## src/rtl/layer_argmax_13_32.sv

```systemverilog
// Streaming argmax over M signed T-bit activations per vector; reports index and value of the maximum.
// The next vector accumulates while the previous result waits on the output handshake.
module layer_argmax_13_32 #(
  parameter int M    = 13,
  parameter int T    = 32,
  parameter int logM = (M > 1) ? $clog2(M) : 1
) (
  input  logic            clk,
  input  logic            reset,
  input  logic            s_valid,
  output logic            s_ready,
  input  logic [T-1:0]    data_in,
  output logic            m_valid,
  input  logic            m_ready,
  output logic [logM-1:0] class_out,
  output logic [T-1:0]    max_out
);

  logic [logM-1:0]     cnt;
  logic signed [T-1:0] run_max;
  logic [logM-1:0]     run_idx;

  logic signed [T-1:0] cand_max;
  logic [logM-1:0]     cand_idx;
  logic                last, s_xfer;

  assign last    = (cnt == logM'(M-1));
  // Only the last word stalls: it needs the result slot, which frees if the result leaves this cycle.
  assign s_ready = reset && !(last && m_valid && !m_ready);
  assign s_xfer  = s_valid && s_ready;

  always_comb begin
    cand_max = run_max;
    cand_idx = run_idx;
    if (cnt == '0) begin
      cand_max = $signed(data_in);
      cand_idx = '0;
    end else if ($signed(data_in) > run_max) begin
      // Strict compare keeps the lowest index on ties.
      cand_max = $signed(data_in);
      cand_idx = cnt;
    end
  end

  always_ff @(posedge clk or negedge reset) begin
    if (!reset) begin
      cnt       <= '0;
      run_max   <= '0;
      run_idx   <= '0;
      class_out <= '0;
      max_out   <= '0;
      m_valid   <= 1'b0;
    end else begin
      if (m_valid && m_ready) m_valid <= 1'b0;
      if (s_xfer) begin
        if (last) begin
          max_out   <= cand_max;
          class_out <= cand_idx;
          m_valid   <= 1'b1;
          cnt       <= '0;
        end else begin
          run_max <= cand_max;
          run_idx <= cand_idx;
          cnt     <= cnt + logM'(1);
        end
      end
    end
  end

endmodule

```

## config.mk

```make
export PLATFORM = sky130hd
export DESIGN_NAME = layer_argmax_13_32
export DESIGN_NICKNAME = d
export VERILOG_FILES = /design/src/rtl/layer_argmax_13_32.sv
export SDC_FILE = /design/constraint.sdc
export NUM_CORES = 1
export LEC_CHECK = 0
export CAP_MARGIN = 20
export CORE_MARGIN = 3
export CORE_UTILIZATION = 28
export CTS_BUF_LIST = sky130_fd_sc_hd__clkbuf_16
export CTS_CLUSTER_DIAMETER = 80
export DETAILED_ROUTE_END_ITERATION = 8
export DONT_BUFFER_PORTS = 1
export HOLD_SLACK_MARGIN = 0.1
export PLACE_DENSITY = 0.37
export SYNTH_ARGS = -nofsm -noshare
export SYNTH_HDL_FRONTEND = slang
export SYNTH_SLANG_ARGS = --single-unit
```

## constraint.sdc

```tcl
create_clock -name clk -period 3.7 [get_ports clk]
set_input_delay 0.74 -clock clk [delete_from_list [all_inputs] [get_ports clk]]
set_output_delay 0.74 -clock clk [all_outputs]
set_load 0.02 [all_outputs]
```

Yosys cells after proc, flatten, opt, wreduce, memory -nomap -nowiden
Index checks and enable logic that the tools add are counted.

Register bits: 77. Word-level logic and storage cells: 28. Output and inout bits: 38. Input port bits: 36.

Bitwise gates (word level): 1. Equal/unequal tests: 1. Reductions and logical operators: 10. Order comparisons: 1. Add/sub/neg operators: 1. Multiplexer cells: 8.

Operator list (count): 32-bit two-way mux (2); 32-bit > comparator (1); 4-bit two-way mux (3); 1-bit logical AND (5); 4-bit by 1-bit adder with 4-bit output (second input constant) (1); 4-bit equality test (second input constant) (1); 4-bit zero test (1); 2-bit AND reduction (2); 1-bit two-way mux (3); 1-bit zero test (2); 1-bit NOT (1).

Longest topological paths before layout
Gate-level depths: netlist of the first run.

Depth after elaboration: 7. Gate-level depth with buffers: 12.

Worst setup path after synthesis of the first run
OpenSTA, ideal clock, no wires.

Path kind: input port to flip-flop. Start: in data_in[17]. End: reg run_max[13]. Required time: 3.575 ns. Setup slack: 0.447 ns. Library setup time: 0.125 ns. Stages on the path: 11. Arrival time: 3.128 ns. Buffers on the path: 2. Cells stage by stage: ha_1 > a21o_1 > a221o_1 > a211oi_2 > o2111ai_1 > o31ai_2 > nor2b_1 > buf_6 > a21oi_4 > buf_6 > mux2_2.

Cells in the longest elaborated chain, start to end: 3.

RTL lines: from (decl) (RTL line 12) `input logic [T-1:0] data_in,`; 32-bit > comparator (RTL line 38) `end else if ($signed(data_in) > run_max) begin`; 32-bit two-way mux (RTL line 38); 32-bit two-way mux (RTL line 35) `if (cnt == '0) begin`; to (signal assigned) (RTL line 62) `run_max <= cand_max;`; to (decl) (RTL line 20) `logic signed [T-1:0] run_max;`.

Every way passes these cells. A chain may end at the register's enable or synchronous reset.

Worst setup path after layout of the first run
Start: reg run_max[31]. End: reg run_max[22].

Cells in the longest elaborated chain, start to end: 3.

RTL lines (RTL line): 32-bit > comparator (38); 32-bit two-way mux (38); 32-bit two-way mux (35).

Every way passes these cells.

==> results of run 1 <==
critical path, cell delays in order (launching register included):
cell and delay (ns):
dfrtp_1 0.37, inv_1 0.05, ha_1 0.32, nand4_1 0.15
nor4_2 0.37, nand4_1 0.24, or3_1 0.47, o211ai_1 0.19
a21oi_1 0.10, a21oi_4 0.17, buf_4 0.24, mux2_2 0.35
cells in the mapped netlist, types with 2 or more instances:
cell type,count
ha_1,34
nand3_1,37
mux2_2,26
inv_1,38
o211ai_1,2
o21a_1,2
nand2b_1,3
nand2_1,18
a32o_1,2
a21oi_1,17
dfrtp_1,77
mux2_1,6
buf_6,4
nor2_1,41
nand4_1,6
buf_2,4
clkbuf_1,20
a31oi_1,36
o21ai_0,39
nor2b_1,3
a21o_1,3
path summary, 6_finish.rpt:
kind | from | endpoint | slack, ns | depth (start not counted)
max | run_max[31] | run_max[22] | 0.55 | 11
min | reset | max_out[26] | 0.27 | 1
max reg2reg | run_max[31] | run_max[22] | 0.55 | 11
min reg2reg | run_idx[0] | run_idx[0] | 0.50 | 1
max in group asynchronous | reset | max_out[11] | 3.06 | 1
min in group clk | run_idx[0] | run_idx[0] | 0.50 | 1
power groups by stage:
stage,registers (mW),clock network [mW],logic (mW)
after global routing,1.88,0.846,2.05
after detailed placement,1.84,0,1.80
final,1.82,0.782,1.77
after CTS,1.83,0.815,1.83
after global placement,1.83,0,1.78
after floorplan,1.72,0,1.42
cell families (layout without fill, tap and decap cells):
kind of cell / count (synthesis) / after routing / share of synthesized area (%)
buffers and inverters: 66 / 65 / 6.702
DFF: 77 / 77 / 45.67
and+or+nand+nor: 115 / 115 / 12.60
muxes: 32 / 32 / 8.541
adders and majority gates: 34 / 34 / 10.08
AOI/OAI and AO/OA: 111 / 111 / 16.19
xor gates and xnor gates: 1 / 1 / 0.2076
stage by stage:
step	hold WS (ns)	instances	cell area, µm²	total power [mW]
finish	0.2736	619	4688	4.372
global route	0.2939	619	4688	4.782
CTS	0.3125	619	4688	4.469
detailed placement	0.4470	602	4409	3.639
global placement	0.4471	602	4409	3.604
floorplan	0.4444	436	4219	3.142
final cells by class:
type,count,area share [%]
Timing Repair Buffer,11,2.455
Tap cell,184,4.911
Clock inverter,7,0.5604
Clock buffer,9,4.804
Sequential cell,77,41.10
Multi-Input combinational cell,293,43.13
Inverter,38,3.042
state kept, by name, summed over array words and instances, names as in the netlist:
register	count
run_idx	4
max_out	32
cnt	4
run_max	32
m_valid	1
class_out	4
routing by layer:
layer,track usage [%],part of all wire (%)
met1,18.22,46
met2,22.84,48
met3,3.861,5.0
met4,4.632,1.4
met5,0,0
==> qor.yml, run 1 <==
status: "finished clean"
timing.slew.headroom_pct: 71.47
async_reset_ff_share_pct: 100.0
path_clk_slew_ns: 0.06
area_growth_pct: 11.12
num_vias: 3164
drt-total-wl_um: 11090
cts_root_buffer: "clkbuf_16"
swShare_pct: 43.96
drc: 0
grt_pass1_wl_um: 18140
rsz0062_at_grt: "no"
grt_start_max_net_pins: 78
first_pass_iters: 4
seq_area_um2: 1927
antenna_found_initial: 0
routed_via_density: 5.111
hold_viol_final: 0
cts_resized: 0
fin_crit_sh_pct: 85.18
setup_slack_ns: 0.5484
cts_buffers: 9
globalplace.congestion: 0.7200
finalSetupTns_ns: 0
std_cell_rows: 44
seqPwrFrac_pct: 41.6
postCtsHoldBufs: 1
final_antenna_net_count: 0
dpl.hpwl_um: 7585
cp_max_fo: 12
antennaDiodeCount: 0
p_sw_mw: 1.922
fp.coreArea_um2: 14640
cts.sink_count: 77
setup_violations: 0
place_ws_ns: 0.1823
max-cap-violations: 0
synth_top_area_cell: "dfrtp_1"
synth_area_um2: 4219
grtUsageTotal_pct: 14.08
clock_power_share_pct: 17.9
powerDensity_nw_per_um2: 932.5
synth.avg_cell_area_um2: 9.677
final_common_cell: "dfrtp_1"
crit_required_ns: 3.92
die_w_um: 128.8
clockBufferDepth: 2
routedWlPerCell_um: 17.91
synth_area_leaders: "dfrtp_1 (46%), ha_1 (10%), mux2_2 (6.9%)"
cts_tree: "built"
period_minus_slack_ns: 3.152
p_int_mw: 2.450
utilization_pct: 32.01
path_class: "flip-flop to flip-flop"
pin_count: 74
ys.warnings.count: 0
die-area_um2: 16580
worstSetupEndpointType: "flip-flop"
cts_setup_buffers: 0
worstPathArrival_ns: 3.37
mostFrequentLayoutCells: "dfrtp_1 (77), inv_1 (41), o21ai_0 (39), nor2_1 (39), nand3_1 (37)"
htree_levels: 3
synth_flop_cell: "dfrtp_1"
ys_types: 39
insertion_delay_ns: 0.34
drive_gt1_share_pct: 12.41
multiInputGateArea_um2: 2022
comb_power_share_pct: 40.6
die_y_um: 128.8
synth_top_area_share_pct: 45.67
nNetsFinal: 500
ys_ff_latch: 77
power_leakage_nw: 2.079
io_buffers: 0
vdd_ir_drop_max_uv: 275.4
drt-initial-drc-count: 126
globalRouteOverflowTotal: 0
synth_nets: 506
hp-class: "primary input to async pin"
initial_core_util_pct: 28.81
nFillCells: 1565
worst_pin_slew_ns: 0.4279
seq_area_frac_synth_pct: 45.67
crit_path_start_kind: "flip-flop"
synth_edf_count: 0
drv_slew: 0
grt_pass1_vias: 3436
fin_worst_skew_ns: 0.008522
fmax_ghz: 0.3173
synth_cells: 436
No activity file was read; power rests on OpenSTA's default activity.
==> run 2: changes to the inputs <==
--- a/config.mk
+++ b/config.mk
@@ -8,7 +8,7 @@
 export CAP_MARGIN = 20
 export CORE_MARGIN = 3
 export CORE_UTILIZATION = 28
-export CTS_BUF_LIST = sky130_fd_sc_hd__clkbuf_16
+export CTS_BUF_LIST = sky130_fd_sc_hd__clkbuf_4 sky130_fd_sc_hd__clkbuf_8
 export CTS_CLUSTER_DIAMETER = 80
 export DETAILED_ROUTE_END_ITERATION = 8
 export DONT_BUFFER_PORTS = 1
==> qor.yml, run 2 (same netlist as run 1, synthesis figures left out) <==
status: "finished clean"
dpl.hpwl_um: 7585  # unchanged
antenna_found_initial: 0  # unchanged
fp.coreArea_um2: 14640  # unchanged
r2r-start: "run_max[31]"
powerDensity_nw_per_um2: 914.7  # -1.9%
crit_path_start_kind: "flip-flop"
globalplace.congestion: 0.7200  # unchanged
worstSetupEndpointType: "flip-flop"
num_vias: 3182  # +0.57%
swShare_pct: 44.60  # +0.64 points
fmax_ghz: 0.3174  # about the same
p_sw_mw: 1.892  # -1.5%
mostFrequentLayoutCells: "dfrtp_1 (77), o21ai_0 (39), nor2_1 (39), inv_1 (38), nand3_1 (37)"
worstPathArrival_ns: 3.39  # +0.02 ns
nNetsFinal: 500  # unchanged
grt_pass1_vias: 3419  # -0.49%
area_growth_pct: 9.935
r2r-end: "run_max[22]"
finalSetupTns_ns: 0  # unchanged
crit_required_ns: 3.94  # +0.02 ns
globalRouteOverflowTotal: 0  # unchanged
die_y_um: 128.8  # unchanged
reg_top3: "max_out x32, run_max x32"
insertion_delay_ns: 0.36  # +0.02 ns
final_area_um2: 4638  # -1.1%
hold_viol_final: 0  # unchanged
initial_core_util_pct: 28.81  # unchanged
std_cell_rows: 44  # unchanged
fin_crit_sh_pct: 85.14  # about the same
first_pass_iters: 4  # unchanged
drt-total-wl_um: 11080  # about the same
comb_power_share_pct: 41.7  # +1.1 points
routedWlPerCell_um: 17.90  # about the same
place_area_um2: 4409  # unchanged
hold_ws_ns: 0.2529  # -0.02078 ns
cts_setup_buffers: 0  # unchanged
drv_slew: 0  # unchanged
period_minus_slack_ns: 3.150  # -0.001247 ns
cts_resized: 0  # unchanged
antennaDiodeCount: 0  # unchanged
clock_power_share_pct: 15.5  # -2.4 points
grt_pass1_wl_um: 18090  # -0.27%
cts_buffers: 9  # unchanged
drt-initial-drc-count: 123  # -2.4%
cts_tree: "built"
p_int_mw: 2.351  # -4.1%
setup_violations: 0  # unchanged
worst_pin_slew_ns: 0.4307  # +0.002828 ns
final_common_cell: "dfrtp_1"
die-area_um2: 16580  # unchanged
fin_worst_skew_ns: 0.01020  # +0.001682 ns
drive_gt1_share_pct: 14.02  # +1.6 points
htree_levels: 3  # unchanged
timing.slew.headroom_pct: 71.28  # -0.19 points
power_leakage_nw: 2.053  # -1.2%
cts.sink_count: 77  # unchanged
r2r_setup_slack_ns: 0.55  # about the same
final_antenna_net_count: 0  # unchanged
path_clk_slew_ns: 0.08  # +0.02 ns
die_w_um: 128.8  # unchanged
max-cap-violations: 0  # unchanged
pin_count: 74  # unchanged
startpoint: "run_max[31]"
grt_start_max_net_pins: 78  # unchanged
io_buffers: 0  # unchanged
path_class: "flip-flop to flip-flop"
hp-class: "primary input to async pin"
clockBufferDepth: 2  # unchanged
cp_max_fo: 12  # unchanged
vdd_ir_drop_max_uv: 258.6  # -6.1%
cts_root_buffer: "clkbuf_8"
r2r_cells: 11  # unchanged
grtUsageTotal_pct: 14.05  # -0.035 points
drc: 0  # unchanged
seqPwrFrac_pct: 42.8  # +1.2 points
routed_via_density: 5.141  # +0.57%
rsz0062_at_grt: "no"
-- run 2: repair_timing --
item,CTS,global route
hold buffers,1,0
endpoints found under the hold margin,77,0
setup endpoints to repair,0,0
-- run 2: layout make-up --
class | instances | area [µm²]
fillers | 1562 | 10010
multi-input cells | 293 | 2022
flip-flops and latches | 77 | 1927
well taps | 184 | 230.2
clock buffers | 16 | 201.4
inverters | 38 | 142.6
repair buffers | 11 | 115.1
-- run 2: layer usage --
layer / vias to the layer above / GRT usage, % / routed length [µm]
li1: 1535 / - / -
met1: 1582 / 18.24 / 5183
met2: 55 / 22.68 / 5221
met3: 10 / 3.985 / 547
met4: 0 / 4.447 / 129
met5: - / 0 / 0
-- run 2: worst max-delay path: stages, from the launching register on --
cell      delay (ns)
dfrtp_1         0.37
inv_1           0.05
ha_1            0.32
nand4_1         0.15
nor4_2          0.37
nand4_1         0.24
or3_1           0.47
o211ai_1        0.19
a21oi_1         0.10
a21oi_4         0.17
buf_4           0.24
mux2_2          0.35
-- run 2: worst max path at each step --
stage,end,cells past startpoint
floorplan,run_max[13],11
global placement,run_max[25],10
detailed placement,run_max[22],10
CTS,run_max[22],11
global route,run_max[28],11
finish,run_max[22],11
-- run 2: per-stage QoR --
| stage | power, mW | std cells | utilization, % | worst slack [ns] |
|---|---|---|---|---|
| 6_report | 4.243 | 619 | 31.67 | 0.5496 |
| 5_1_grt | 4.657 | 619 | 31.67 | 0.2895 |
| 4_1_cts | 4.345 | 619 | 31.67 | 0.4892 |
| 3_5_place_dp | 3.639 | 602 | 30.11 | 0.1823 |
| 3_3_place_gp | 3.604 | 602 | 30.11 | 0.2818 |
| 2_1_floorplan | 3.142 | 436 | - | 0.4475 |
-- run 2: power by group through the flow --
stage	Clock, mW	Combinational [mW]	Sequential, mW
after floorplan	0	1.42	1.72
after global placement	0	1.78	1.83
after detailed placement	0	1.80	1.84
after CTS	0.694	1.83	1.82
after global routing	0.723	2.05	1.88
final	0.658	1.77	1.81
